<file path="config.mk">
export PLATFORM = sky130hd
export DESIGN_NAME = muldiv_unit
export DESIGN_NICKNAME = d
export VERILOG_FILES = /design/src/rtl/muldiv_unit.sv
export SDC_FILE = /design/constraint.sdc
export NUM_CORES = 1
export LEC_CHECK = 0
export ABC_AREA = 1
export CORE_MARGIN = 10
export CORE_UTILIZATION = 45
export CTS_CLUSTER_DIAMETER = 100
export CTS_CLUSTER_SIZE = 8
export DETAILED_ROUTE_END_ITERATION = 6
export PLACE_DENSITY = 0.67
export SLEW_MARGIN = 20
export SYNTH_ARGS = -nofsm -noshare
export SYNTH_HDL_FRONTEND = slang
export SYNTH_SLANG_ARGS = --single-unit
</file>
<file path="constraint.sdc">
create_clock -name clk -period 9.2 [get_ports clk]
set_input_delay 1.84 -clock clk [delete_from_list [all_inputs] [get_ports clk]]
set_output_delay 1.84 -clock clk [all_outputs]
set_load 0.005 [all_outputs]
</file>
<file path="src/rtl/muldiv_unit.sv">
// Multicycle iterative multiply/divide unit.
// One shift-add (multiply) or restoring shift-subtract (divide) step per
// cycle, WIDTH steps per operation, followed by a sign-fix cycle and a
// one-cycle Done pulse. Results and flags hold until the next op's FIX.
module muldiv_unit #(
   parameter int unsigned WIDTH = 32
) (
   input  logic             clk,
   input  logic             reset,
   input  logic             Start,
   input  logic [3:0]       ALUControl,
   input  logic [WIDTH-1:0] SrcA,
   input  logic [WIDTH-1:0] SrcB,
   output logic             Busy,
   output logic             Done,
   output logic [WIDTH-1:0] ResultLo,
   output logic [WIDTH-1:0] ResultHi,
   output logic [1:0]       MulFlags
);

   localparam int unsigned CNT_W = $clog2(WIDTH + 1);

   typedef enum logic [1:0] {
      S_IDLE,
      S_CALC,
      S_FIX,
      S_DONE
   } state_e;

   typedef enum logic [1:0] {
      OP_MUL  = 2'b00,
      OP_SMUL = 2'b01,
      OP_UMUL = 2'b10,
      OP_DIV  = 2'b11
   } op_e;

   state_e             state_q, state_d;
   op_e                op_q, op_d;
   logic               sign_q, sign_d;
   logic [WIDTH-1:0]   a_q, a_d;          // multiplicand magnitude
   logic [WIDTH-1:0]   b_q, b_d;          // divisor (div) / unused copy (mul)
   logic [WIDTH-1:0]   acc_hi_q, acc_hi_d; // partial product high / remainder
   logic [WIDTH-1:0]   acc_lo_q, acc_lo_d; // multiplier->product low / dividend->quotient
   logic [CNT_W-1:0]   cnt_q, cnt_d;
   logic [WIDTH-1:0]   res_lo_q, res_lo_d;
   logic [WIDTH-1:0]   res_hi_q, res_hi_d;
   logic [1:0]         flags_q, flags_d;

   logic               accept;
   logic [WIDTH-1:0]   a_mag, b_mag;
   logic               is_smul_in;
   logic [WIDTH:0]     mul_sum;
   logic [WIDTH:0]     div_shift;
   logic [WIDTH-1:0]   div_diff;
   logic               div_ok;
   logic [2*WIDTH-1:0] prod, prod_fixed;

   assign accept     = (state_q == S_IDLE) && Start && (ALUControl[3:2] == 2'b01);
   assign is_smul_in = (ALUControl[1:0] == OP_SMUL);
   assign a_mag      = (is_smul_in && SrcA[WIDTH-1]) ? -SrcA : SrcA;
   assign b_mag      = (is_smul_in && SrcB[WIDTH-1]) ? -SrcB : SrcB;

   // Multiply step: conditionally add multiplicand into the high half, then
   // shift the whole {carry,hi,lo} right by one.
   assign mul_sum = {1'b0, acc_hi_q} + (acc_lo_q[0] ? {1'b0, a_q} : '0);

   // Restoring divide step: shift the next dividend bit into the remainder and
   // try to subtract the divisor.
   assign div_shift = {acc_hi_q, acc_lo_q[WIDTH-1]};
   assign div_ok    = (div_shift >= {1'b0, b_q});
   assign div_diff  = div_shift[WIDTH-1:0] - b_q;

   assign prod       = {acc_hi_q, acc_lo_q};
   assign prod_fixed = ((op_q == OP_SMUL) && sign_q) ? -prod : prod;

   // State register
   always_ff @(posedge clk or posedge reset) begin
      if (reset) state_q <= S_IDLE;
      else       state_q <= state_d;
   end

   // Next-state logic
   always_comb begin
      state_d = state_q;
      unique case (state_q)
         S_IDLE: if (accept) state_d = S_CALC;
         S_CALC: if (cnt_q == CNT_W'(1)) state_d = S_FIX;
         S_FIX:  state_d = S_DONE;
         S_DONE: state_d = S_IDLE;
         default: state_d = S_IDLE;
      endcase
   end

   // Status outputs decoded from state
   always_comb begin
      Busy = 1'b0;
      Done = 1'b0;
      unique case (state_q)
         S_CALC, S_FIX: Busy = 1'b1;
         S_DONE:        Done = 1'b1;
         default: ;
      endcase
   end

   // Datapath next-state: operand latch, iteration, result load
   always_comb begin
      op_d     = op_q;
      sign_d   = sign_q;
      a_d      = a_q;
      b_d      = b_q;
      acc_hi_d = acc_hi_q;
      acc_lo_d = acc_lo_q;
      cnt_d    = cnt_q;
      res_lo_d = res_lo_q;
      res_hi_d = res_hi_q;
      flags_d  = flags_q;
      unique case (state_q)
         S_IDLE: begin
            if (accept) begin
               op_d     = op_e'(ALUControl[1:0]);
               sign_d   = is_smul_in && (SrcA[WIDTH-1] ^ SrcB[WIDTH-1]);
               a_d      = a_mag;
               b_d      = b_mag;
               acc_hi_d = '0;
               acc_lo_d = (ALUControl[1:0] == OP_DIV) ? SrcA : b_mag;
               cnt_d    = CNT_W'(WIDTH);
            end
         end
         S_CALC: begin
            if (op_q == OP_DIV) begin
               acc_hi_d = div_ok ? div_diff : div_shift[WIDTH-1:0];
               acc_lo_d = {acc_lo_q[WIDTH-2:0], div_ok};
            end else begin
               acc_hi_d = mul_sum[WIDTH:1];
               acc_lo_d = {mul_sum[0], acc_lo_q[WIDTH-1:1]};
            end
            cnt_d = cnt_q - CNT_W'(1);
         end
         S_FIX: begin
            unique case (op_q)
               OP_MUL: begin
                  res_hi_d = '0;
                  res_lo_d = acc_lo_q;
                  flags_d  = {acc_lo_q[WIDTH-1], (acc_lo_q == '0)};
               end
               OP_DIV: begin
                  res_hi_d = acc_hi_q;
                  res_lo_d = acc_lo_q;
                  flags_d  = {acc_lo_q[WIDTH-1], (acc_lo_q == '0)};
               end
               default: begin
                  res_hi_d = prod_fixed[2*WIDTH-1:WIDTH];
                  res_lo_d = prod_fixed[WIDTH-1:0];
                  flags_d  = {prod_fixed[2*WIDTH-1], (prod_fixed == '0)};
               end
            endcase
         end
         default: ;
      endcase
   end

   // Datapath registers
   always_ff @(posedge clk or posedge reset) begin
      if (reset) begin
         op_q     <= OP_MUL;
         sign_q   <= 1'b0;
         a_q      <= '0;
         b_q      <= '0;
         acc_hi_q <= '0;
         acc_lo_q <= '0;
         cnt_q    <= '0;
         res_lo_q <= '0;
         res_hi_q <= '0;
         flags_q  <= '0;
      end else begin
         op_q     <= op_d;
         sign_q   <= sign_d;
         a_q      <= a_d;
         b_q      <= b_d;
         acc_hi_q <= acc_hi_d;
         acc_lo_q <= acc_lo_d;
         cnt_q    <= cnt_d;
         res_lo_q <= res_lo_d;
         res_hi_q <= res_hi_d;
         flags_q  <= flags_d;
      end
   end

   assign ResultLo = res_lo_q;
   assign ResultHi = res_hi_q;
   assign MulFlags = flags_q;

endmodule
</file>
After elaboration in Yosys (flattened, before gate mapping)
Cells that the tools add are included.
Storage, ports and cells
  flip-flop bits (word level): 205
  bits in writable memories: 0
  ROM bits: 0
  latch bits: 0
  memories kept: 0
  output and inout bits: 68
Cells by class
  div/mod/pow operators: 0
  mux-type cells: 22
  shift-type cells: 0
  reductions and logical operators: 16
  $lt $le $gt $ge: 1
  $mul: 0
  $add $sub $neg: 6
  bitwise operators: 1
  equal/unequal tests: 11
Operator list (count)
  2-to-1 mux 32 bit: 10
  one-hot mux 32 bit (2 select lines): 3
  logical NOT 64 bit: 1
  2-to-1 mux 64 bit: 1
  negation 32 bit: 2
  negation 64 bit: 1
  adder 32 x 32 -> 33 bit: 1
  greater-or-equal comparator 33 x 32 -> 1 bit: 1
  logical NOT 32 bit: 1
  subtractor 32 bit: 1
  one-hot mux 6 bit (2 select lines): 1
  == test 2 x 1 -> 1 bit, second input constant: 4
  == test 2 bit, second input constant: 4
  one-hot mux 2 bit (4 select lines): 1
  == test 6 x 1 -> 1 bit, second input constant: 1
  logical AND 1 bit: 6
  2-to-1 mux 2 bit: 3
  2-to-1 mux 6 bit: 1
  AND reduction 2 bit: 3
  subtractor 6 x 1 -> 6 bit, second input constant: 1
  logical NOT 2 bit: 2
  inequality test 2 bit, second input constant: 2
  OR reduction 2 bit: 2
  2-to-1 mux 1 bit: 2
  other kinds (2): 2

Depth between registers and ports, before layout
  depth in word-level cells: 6
  mapped depth: 22
  mapped depth without buffers: 20

Worst setup path before layout
OpenSTA, ideal clock, no wires.
  kind: input -> register
  start: input port SrcA[0]
  end: register a_q[30]
  setup slack: 5762 ps
  cell stages on the path: 13
  path buffers: 0
  data arrival time: 3320 ps
  library setup time: 118 ps
  path through: inv_1 -> ha_1 -> nand3_1 -> nor2_1 -> nand4_1 -> nor2_2 -> nand3_1 -> o21ai_1 -> o21ai_1 -> nor2_2 -> nand3_1 -> nand3_1 -> nand2_1
On the way
  cells in the longest elaborated chain, start to end: 2
Ends and longest elaborated chain
  start: declaration: line 12  | input logic [WIDTH-1:0] SrcA,
  negation 32 bit: line 60  | assign a_mag = (is_smul_in && SrcA[WIDTH-1]) ? -SrcA : SrcA;
  2-to-1 mux 32 bit: line 60
  end signal: assignment: line 167  | a_q <= '0;
  end signal: assignment: line 178  | a_q <= a_d;
  end: declaration: line 40  | logic [WIDTH-1:0] a_q, a_d;
No other way between the ends.
A chain may end at the register's enable or synchronous reset.

Final worst setup path
  start: input port ALUControl[2]
  end: register acc_hi_q[25]
On the way
  cells in the longest elaborated chain, start to end: 4
Ends and longest elaborated chain
  start: declaration: line 11  | input logic [3:0] ALUControl,
  == test 2 x 1 -> 1 bit: line 58  | assign accept = (state_q == S_IDLE) && Start && (ALUControl[3:2] == 2'b01);
  logical AND 1 bit: line 58
  inequality test 2 bit (no line)
  AND reduction 2 bit (no line)
  end signal: assignment: line 180  | acc_hi_q <= acc_hi_d;
  end: declaration: line 42  | logic [WIDTH-1:0] acc_hi_q, acc_hi_d;
No other way between the ends.

==> impl_results.md <==
- Die area: 48330 um2
- Hold endpoint: ResultLo[25]
- Setup Viol. Count Final: 0
- Post-synth top area share: 28.55%
- GRT Total Usage: 29.11%
- WHS: 0.4731 ns
- Initial antenna violation count: 1
- Main synth FF type: dfrtp_1
- WHS Path Cells: 2
- Static Leak: 9.895 nW
- Clock power frac: 12.6%
- Largest family of logic cells by synthesized area: simple AND/OR/NAND/NOR gates
- Synthesized instance count: 2878
- Post-CTS setup-driven buffer insertion count: 0
- Clock-pin slew on the worst setup and hold paths: 0.05 ns
- Most common library cell in the layout ignoring fill and taps: nand2_1
- CP arrival: 5.85 ns
- Synth Area in Compound Gates: 18.03%
- RSZ-0062 raised after global routing: false
- Sw Ratio: 54.33%
- Worst slack, placed: 3.745 ns
- Worst-path maximum fanout: 74
- Detailed-placement wirelength estimate: 57.29 mm
- Area share of fa/ha/maj cells after synthesis: 5.584%
- Max_cap viols: 0
- Worst Setup Start Kind: input port
- Grt total ovfl: 0
- Clock net sink count: 205
- Layout cell share with drive strength beyond 1: 3.821%
- Commonest non-fill, non-tap cells in the layout: nand2_1 (810), nor2_1 (381), inv_1 (310), o21ai_0 (244), dfrtp_1 (205)
- Final wirelength: 72.09 mm
- Worst EP required: 9.72 ns
- # DRC: 0
- Mux contribution to synthesized area: 0%
- Ports: 139
- Port Buf Inserts: 138
- # H-tree levels: 1
- Number of flops mapped to enable cells by yosys: 0
- Reg-to-Reg End: acc_hi_q[25]
- Hold Crit Start: ResultLo[25]
- 1st-pass router iterations: 6
- Sequential cell area fraction in the yosys report: 28.55%
- Mapped Area: 17970 um2
- Final Cycle Share: 57.93%
- Simple-Gate Fraction of Synth Area: 33.94%
- Vias in the first global route: 18610
- Worst Reg2Reg Path Length in Cells: 12
- Core area: 39640 um2
- Worst setup margin: 3.871 ns
- Rel. slew slack: 32.18%
- R2R Path Start: state_q[1]
- FMAX: 187.6 MHz
- Area leader, netlist: dfrtp_1
- WL/cell: 20.70 um
- Nets: 3106
- Seq cells post-synth: 205
- Async set or reset register ratio after synthesis: 100.0%
- Post-Syn Nets: 3028
- Final Instance Area: 20480 um2
- CTS tree: yes
- Crit path kind: in -> reg
- Antenna diode count: 0
- Yosys warns: 0
- Global-route wire length before repair: 109.3 mm
- Final Slew Violations: 0
- Vias per cell: 5.715
- P per Cell Area: 384.2 nW/um2
- Die W: 219.8 um
- Area after DPL: 19680 um2
- Synth area leaders: dfrtp_1 (29%), nand2_1 (17%), nor2_1 (8.0%), o21ai_0 (6.8%), inv_1 (6.5%)
- Setup Skew: 0.03046 ns
- Largest net degree at the start of global routing: 96
- Clock root cell: clkbuf_16
- Via count: 19900
- Sequential share of power: 24.1%
- Worst-Skew Late Latency: 0.60 ns
- Clk buf depth: 3
- Combinational group share of total power: 63.3%
- Starting Density: 45.33%
- Slew @ Worst Pin: 1.017 ns
- Sw Pwr: 0.004275 W
- VDD IR max: 238.0 uV
- GP Congestion: 1.023
- Post-synth cell types: 52
- Synth Area per Inst: 6.244 um2
- Status: finished clean
- ANT nets after route: 0
- Die Span Y: 219.8 um
- Std-Cell Rows: 73
- Initial DRC count: 2175
- CTS Buf Count: 30
- Worst setup EP type: flip-flop
- XOR/XNOR share of the synthesized area: 4.533%
- Cts repair resizes: 0
- Hold buffers post-CTS: 0
- Minimum clock period: 5.329 ns
- Flop-to-flop setup slack: 4.76 ns
- Final hold violation count: 0
- Post-route setup TNS: 0 ns
- Internal power: 0.003593 W
- Hold Crit Class: reg -> reg
- Synth-to-Final Area Change: 13.97%
==> power by group through the flow <==
stage               Sequential (W)  Clock (W)  Combinational (W)
global route               0.00194    0.00104            0.00551
global placement           0.00187          0            0.00484
CTS                        0.00187    0.00101            0.00490
detailed placement         0.00188          0            0.00488
finish                     0.00189   0.000993            0.00498
floorplan                  0.00167          0            0.00328
==> area by class of cell <==
| type | instances | area (um2) |
|---|---|---|
| clock inverters | 3 | 46.29 |
| fillers | 4140 | 19160 |
| flip-flops and latches | 205 | 5130 |
| multi-input cells | 2238 | 11170 |
| clock buffers | 30 | 750.7 |
| well taps | 525 | 656.9 |
| repair buffers | 152 | 1486 |
| inverters | 329 | 1244 |
==> cell usage after synthesis, types with 11 or more instances <==
library cell / count
o22ai_1: 12
nand3_1: 164
nand4_1: 35
xnor2_1: 18
o21ai_0: 245
clkbuf_1: 76
nand2_2: 11
ha_1: 77
o211ai_1: 12
nand3b_1: 11
inv_1: 313
a21o_1: 13
a22oi_1: 14
dfrtp_1: 205
nor2_1: 381
buf_2: 20
o21ai_1: 13
nand2_1: 810
nor3_1: 34
a21oi_1: 194
inv_2: 15
xor2_1: 75
a31oi_1: 47
==> routing by layer <==
| layer | part of all wire (%) | track usage, % |
|---|---|---|
| met1 | 43 | 40.18 |
| met4 | 4.1 | 11.73 |
| met5 | 0.015 | 0 |
| met3 | 9.9 | 5.882 |
| met2 | 43 | 43.70 |
==> cell families after synthesis <==
group                      after synthesis
AOI/OAI and AO/OA                      586
xor gates and xnor gates                93
and+or+nand+nor                       1480
buffers and inverters                  435
DFF                                    205
adders and majority gates               79
==> flip-flops by register name (all words and copies together), names as in the netlist <==
name,cells
ResultHi,32
ResultLo,32
a_q,32
acc_hi_q,32
acc_lo_q,32
b_q,32
cnt_q,6
MulFlags,2
op_q,2
state_q,2
sign_q,1
==> metrics by stage <==
step | std cells | total power [W] | utilization (%)
2_1_floorplan | 2878 | 0.004951 | -
3_3_place_gp | 3449 | 0.006708 | 49.65
3_5_place_dp | 3449 | 0.006756 | 49.65
4_1_cts | 3482 | 0.007773 | 51.66
5_1_grt | 3482 | 0.008493 | 51.66
6_report | 3482 | 0.007868 | 51.66
==> worst max-delay path by stage <==
| stage | end | startpoint | cells past startpoint |
|---|---|---|---|
| floorplan | MulFlags[0] | reset | 1 |
| global placement | acc_lo_q[6] | ALUControl[2] | 12 |
| detailed placement | acc_lo_q[6] | ALUControl[2] | 12 |
| CTS | acc_hi_q[25] | ALUControl[2] | 13 |
| global route | acc_hi_q[2] | ALUControl[2] | 13 |
| finish | acc_hi_q[25] | ALUControl[2] | 13 |
==> critical path, cell delays in order <==
cell and delay, ns:
clkdlybuf4s50_1 0.45, inv_1 0.04, nor2_1 0.07, and3_2 0.16, buf_4 0.53, clkinv_2 0.88, nand2_1 0.30, nand2_1 0.18
inv_1 0.76, o21ai_0 0.26, a21oi_1 0.20, nand2_1 0.06, nand2_1 0.05
No activity file was read; power rests on OpenSTA's default activity.
